File: src/rtl/booth4_seq_mult.sv
// Sequential radix-4 Booth multiplier: 16x16 signed -> 32-bit product,
// one Booth digit per cycle, valid/ready handshakes on both sides.
module booth4_seq_mult #(
  parameter bit BACK2BACK = 1'b0
) (
  input  logic        sys_clk,
  input  logic        sys_rst_n,
  input  logic        in_valid,
  output logic        in_ready,
  input  logic [15:0] a_i,
  input  logic [15:0] b_i,
  output logic        out_valid,
  input  logic        out_ready,
  output logic [31:0] product_o,
  output logic        busy_o
);

  localparam int unsigned W  = 16;
  localparam int unsigned PW = 2 * W;
  localparam int unsigned EW = W + 2;
  localparam int unsigned CW = 3;
  localparam logic [CW-1:0] LAST_ITER = '1;

  typedef enum logic [1:0] {IDLE, CALC, DONE} state_t;

  state_t          state;
  logic [EW-1:0]   a_pos;
  logic [EW-1:0]   a_neg;
  logic [W-1:0]    b_q;
  logic [CW-1:0]   cnt;
  logic [PW-1:0]   acc;

  logic [EW-1:0]   a_pos_in;
  logic [EW-1:0]   a_neg_in;
  logic            accept;
  logic [W:0]      b_ext;
  logic [4:0]      sh;
  logic [2:0]      triplet;
  logic [EW-1:0]   pp;
  logic [PW-1:0]   pp_ext;
  logic [PW-1:0]   pp_sh;
  logic [PW-1:0]   acc_nxt;

  // Ready in IDLE; with BACK2BACK also in DONE when the result is being taken
  assign in_ready = (state == IDLE) ||
                    (BACK2BACK && (state == DONE) && out_ready);
  assign accept   = in_valid && in_ready;

  // 18-bit +A / -A; the extra bits keep -(-32768) and +/-2A exact
  assign a_pos_in = {{2{a_i[W-1]}}, a_i};
  assign a_neg_in = ~a_pos_in + EW'(1);

  // Booth-4 digit recode for the current iteration and partial-product alignment
  always_comb begin
    b_ext   = {b_q, 1'b0};
    sh      = {1'b0, cnt, 1'b0};
    triplet = b_ext[sh +: 3];
    pp      = '0;
    case (triplet)
      3'b001, 3'b010: pp = a_pos;
      3'b011:         pp = {a_pos[EW-2:0], 1'b0};
      3'b100:         pp = {a_neg[EW-2:0], 1'b0};
      3'b101, 3'b110: pp = a_neg;
      default:        pp = '0;
    endcase
    pp_ext  = {{(PW-EW){pp[EW-1]}}, pp};
    pp_sh   = pp_ext << sh;
    acc_nxt = acc + pp_sh;
  end

  // Control FSM and datapath registers; acceptance overrides the state step
  always_ff @(posedge sys_clk or negedge sys_rst_n) begin
    if (!sys_rst_n) begin
      state     <= IDLE;
      a_pos     <= '0;
      a_neg     <= '0;
      b_q       <= '0;
      cnt       <= '0;
      acc       <= '0;
      out_valid <= 1'b0;
      product_o <= '0;
      busy_o    <= 1'b0;
    end else begin
      case (state)
        IDLE: ;
        CALC: begin
          acc <= acc_nxt;
          cnt <= cnt + CW'(1);
          if (cnt == LAST_ITER) begin
            state     <= DONE;
            out_valid <= 1'b1;
            product_o <= acc_nxt;
          end
        end
        DONE: begin
          if (out_ready) begin
            state     <= IDLE;
            out_valid <= 1'b0;
            busy_o    <= 1'b0;
          end
        end
        default: state <= IDLE;
      endcase
      if (accept) begin
        a_pos  <= a_pos_in;
        a_neg  <= a_neg_in;
        b_q    <= b_i;
        cnt    <= '0;
        acc    <= '0;
        state  <= CALC;
        busy_o <= 1'b1;
      end
    end
  end

endmodule

File: config.mk
export PLATFORM = sky130hd
export DESIGN_NAME = booth4_seq_mult
export DESIGN_NICKNAME = d
export VERILOG_FILES = /design/src/rtl/booth4_seq_mult.sv
export SDC_FILE = /design/constraint.sdc
export NUM_CORES = 1
export LEC_CHECK = 0
export CORE_ASPECT_RATIO = 1.2
export CORE_UTILIZATION = 50
export DETAILED_ROUTE_END_ITERATION = 10
export HOLD_SLACK_MARGIN = 0.12
export PLACE_DENSITY = 0.78
export SLEW_MARGIN = 15
export SYNTH_ARGS = -nofsm -noshare
export SYNTH_HDL_FRONTEND = slang
export SYNTH_SLANG_ARGS = --single-unit
File: constraint.sdc
create_clock -name sys_clk -period 10.87 [get_ports sys_clk]
set_input_delay 2.174 -clock sys_clk [delete_from_list [all_inputs] [get_ports sys_clk]]
set_output_delay 2.174 -clock sys_clk [all_outputs]
set_load 0.05 [all_outputs]
==> flow_summary.yaml <==
grt:
  antenna_found_initial: 0
  grt_remaining_overflow: 0
  grt_pass1_wl_um: 38820
  grt_pass1_vias: 7593
  track_usage: 0.2859
  grt_max_degree: 68
clocking:
  clock-sinks: 120
  cts_buffers: 17
  cts_setup_buffers: 0
  cts_max_level: 4
  tritoncts: "built"
  clk_pin_slew_ns: 0.06
  clk_latency_ns: 0.42
  clk_path_buf_depth: 2
  postCtsHoldBufs: 0
  cts_root_buffer: "clkbuf_16"
  ctsResizeCount: 0
placement:
  placed_area_sq_mm: 0.009295
  gp_routability_congestion: 0.9983
  hpwlAfterDp_um: 17320
  portBuffers: 70
timing:
  slew_headroom: 0.3261
  setup_violations: 0
  final.period_utilization: 0.6030
  hold_viol: 0
  worstMarginPinSlew_ns: 1.007
  whs_ns: 0.4768
  setup_tns_ns: 0
  slew_violations: 0
  fmax_mhz: 152.6
  finalClockSkew_ns: 0.008477
  grt_setup_unrepaired: "false"
  layout_min_cycle_time_ns: 6.555
critical_path:
  end_kind: "flop"
  crit_type: "reg2reg"
  cp_slowest_cell: "dfrtp_1"
  cp.required_ns: 11.19
  path_cells: "buf_4 > and2_1 > a22oi_2 > nand2_1 > nor2_1 > a221oi_1 > nand3_1 > mux4_2 > and2_1 > ha_1 > a21o_1 > a211oi_1 > o311a_1 > a211o_1 > nand2_1 > a221oi_1 > xnor3_1 > o21ai_0"
  critPathArrivalTime_ns: 6.88
  critPathMaxFanout: 26
  crit_path_max_incr_delay_ns: 0.71
  cp-start-kind: "flop"
finish:
  layout-drive-gt1-share: 0.08007
  stdcell_area_sq_mm: 0.009887
  layout.cells.most_common_list: "nand2_1, dfrtp_1, o21ai_0, clkdlybuf4s50_1, nand3_1"
  finalCoreUtilization: 0.6029
  syn_to_final_growth_pct: 16.27
  n_antenna_cell: 0
  final_common_cell: "nand2_1"
  nets: 1132
routing:
  wl_per_cell_um: 18.65
  viasPerCell: 6.168
  drt-pass1-iter-count: 5
  drc: 0
  postRouteAntennaNets: 0
  via_count: 7932
  routed_wl_um: 23990
  drtIter0Drc: 551
yosys:
  syn_avg_cell_area_sq_um: 8.345
  async_flop_share: 1.000
  syn_area_sq_mm: 0.008503
  yosysSeqAreaShare: 0.3531
  yosysWarningCount: 0
  synth_edf_count: 0
  syn_inst: 1019
  ys_ff_latch: 120
  synthDistinctLibCells: 76
  ys.flop_type: "dfrtp_1"
  synth.net_count: 1090
floorplan:
  die_y_um: 144.9
  start_util: 0.5185
  die_x_um: 121.0
  io_pins: 71
  die-area_sq_mm: 0.01753
  core_area_sq_mm: 0.01640
  std_cell_rows: 51
flow_run:
  maxCapViolations: 0
outcome:
  status: "completed"
min_path:
  hold_class: "reg2reg"
kinds of logic after synthesis:
family / after synthesis / synth area share
AND/OR/NAND/NOR: 404 / 0.2170
flip-flops: 120 / 0.3531
buffers and inverters: 72 / 0.03679
AO/OA/AOI/OAI: 316 / 0.2491
multiplexers: 33 / 0.04885
adder cells (fa/ha/maj): 35 / 0.05238
XOR/XNOR: 39 / 0.04267
metrics by stage:
| stage | worst slack (ns) | cells |
|---|---|---|
| final | 4.315 | 1286 |
| after global placement | 4.595 | 1254 |
| after CTS | 4.423 | 1286 |
| after global routing | 3.897 | 1286 |
| after floorplan | 5.928 | 1019 |
| after detailed placement | 4.437 | 1254 |
routing by layer:
layer	GRT usage	part of all wire	up-vias
li1	-	-	3806
met5	0	0	-
met1	0.3594	0.43	3794
met2	0.4740	0.48	273
met3	0.04545	0.047	59
met4	0.1494	0.040	0
worst paths after layout:
kind | from | endpoint | slack, ns | cells after the start
min in group asynchronous | sys_rst_n | b_q[1]$_DFFE_PN0P_ | 1.79 | 1
hold / removal | product_o[5]$_DFFE_PN0P_ | product_o[5]$_DFFE_PN0P_ | 0.48 | 2
setup reg to reg | cnt[1]$_DFFE_PN0P_ | product_o[31]$_DFFE_PN0P_ | 4.32 | 18
max in group asynchronous | sys_rst_n | acc[11]$_DFFE_PN0P_ | 7.75 | 2
setup / recovery | cnt[1]$_DFFE_PN0P_ | product_o[31]$_DFFE_PN0P_ | 4.32 | 18
hold reg to reg | product_o[5]$_DFFE_PN0P_ | product_o[5]$_DFFE_PN0P_ | 0.48 | 2
registers in the layout, summed over array words and instances (netlist names):
| name | flops |
|---|---|
| b_q | 16 |
| busy_o | 1 |
| product_o | 32 |
| out_valid | 1 |
| acc | 32 |
| state | 2 |
| a_pos | 16 |
| a_neg | 17 |
| cnt | 3 |
final cells by class:
type | instances | area, sq um
inverter | 15 | 56.30
clock buffer | 21 | 470.5
clock inverter | 11 | 121.4
tap | 212 | 265.3
timing repair buffer | 80 | 773.2
multi-input combinational | 827 | 5197
sequential | 120 | 3003
fill | 1480 | 6513
worst max-delay path: cells and delay by family (launching register included):
| family | cells | cell delay, ns |
|---|---|---|
| flops | 1 | 0.71 |
| buf+inv | 1 | 0.37 |
| compound gates | 8 | 2.50 |
| xor+xnor | 1 | 0.29 |
| mux | 1 | 0.48 |
| fa+ha+maj | 1 | 0.35 |
| simple gates | 6 | 1.72 |
cells in the mapped netlist (4+ instances only):
master / count / share of area
a211o_1: 6 / 0.0062
a211oi_1: 11 / 0.0097
a21boi_0: 4 / 0.0035
a21o_1: 16 / 0.014
a21oi_1: 49 / 0.029
a221oi_1: 7 / 0.0072
a22o_1: 4 / 0.0041
a22oi_1: 4 / 0.0035
a2bb2oi_1: 4 / 0.0041
a31oi_1: 20 / 0.015
a32o_1: 4 / 0.0047
a32oi_1: 8 / 0.0082
and2_1: 13 / 0.0096
and3_1: 12 / 0.0088
buf_1: 5 / 0.0022
buf_2: 6 / 0.0035
clkbuf_1: 39 / 0.017
dfrtp_1: 120 / 0.35
ha_1: 34 / 0.050
inv_1: 13 / 0.0057
mux2_2: 14 / 0.019
mux2i_1: 13 / 0.015
mux4_2: 5 / 0.013
nand2_1: 206 / 0.091
nand2b_1: 11 / 0.0081
nand3_1: 61 / 0.036
nor2_1: 46 / 0.020
nor2b_1: 7 / 0.0051
nor3_1: 8 / 0.0047
nor3b_1: 12 / 0.011
nor4_1: 5 / 0.0037
o211ai_1: 10 / 0.0088
o21a_1: 11 / 0.0097
o21ai_0: 97 / 0.057
o221ai_1: 4 / 0.0041
o22ai_1: 9 / 0.0066
o31ai_1: 18 / 0.016
or2_2: 8 / 0.0059
or3_1: 4 / 0.0029
xnor2_1: 13 / 0.013
xor2_1: 24 / 0.025
Power is left out: the tool's default activity adds up to more than one toggle a clock period on the data nets, which glitch-free logic cannot reach.
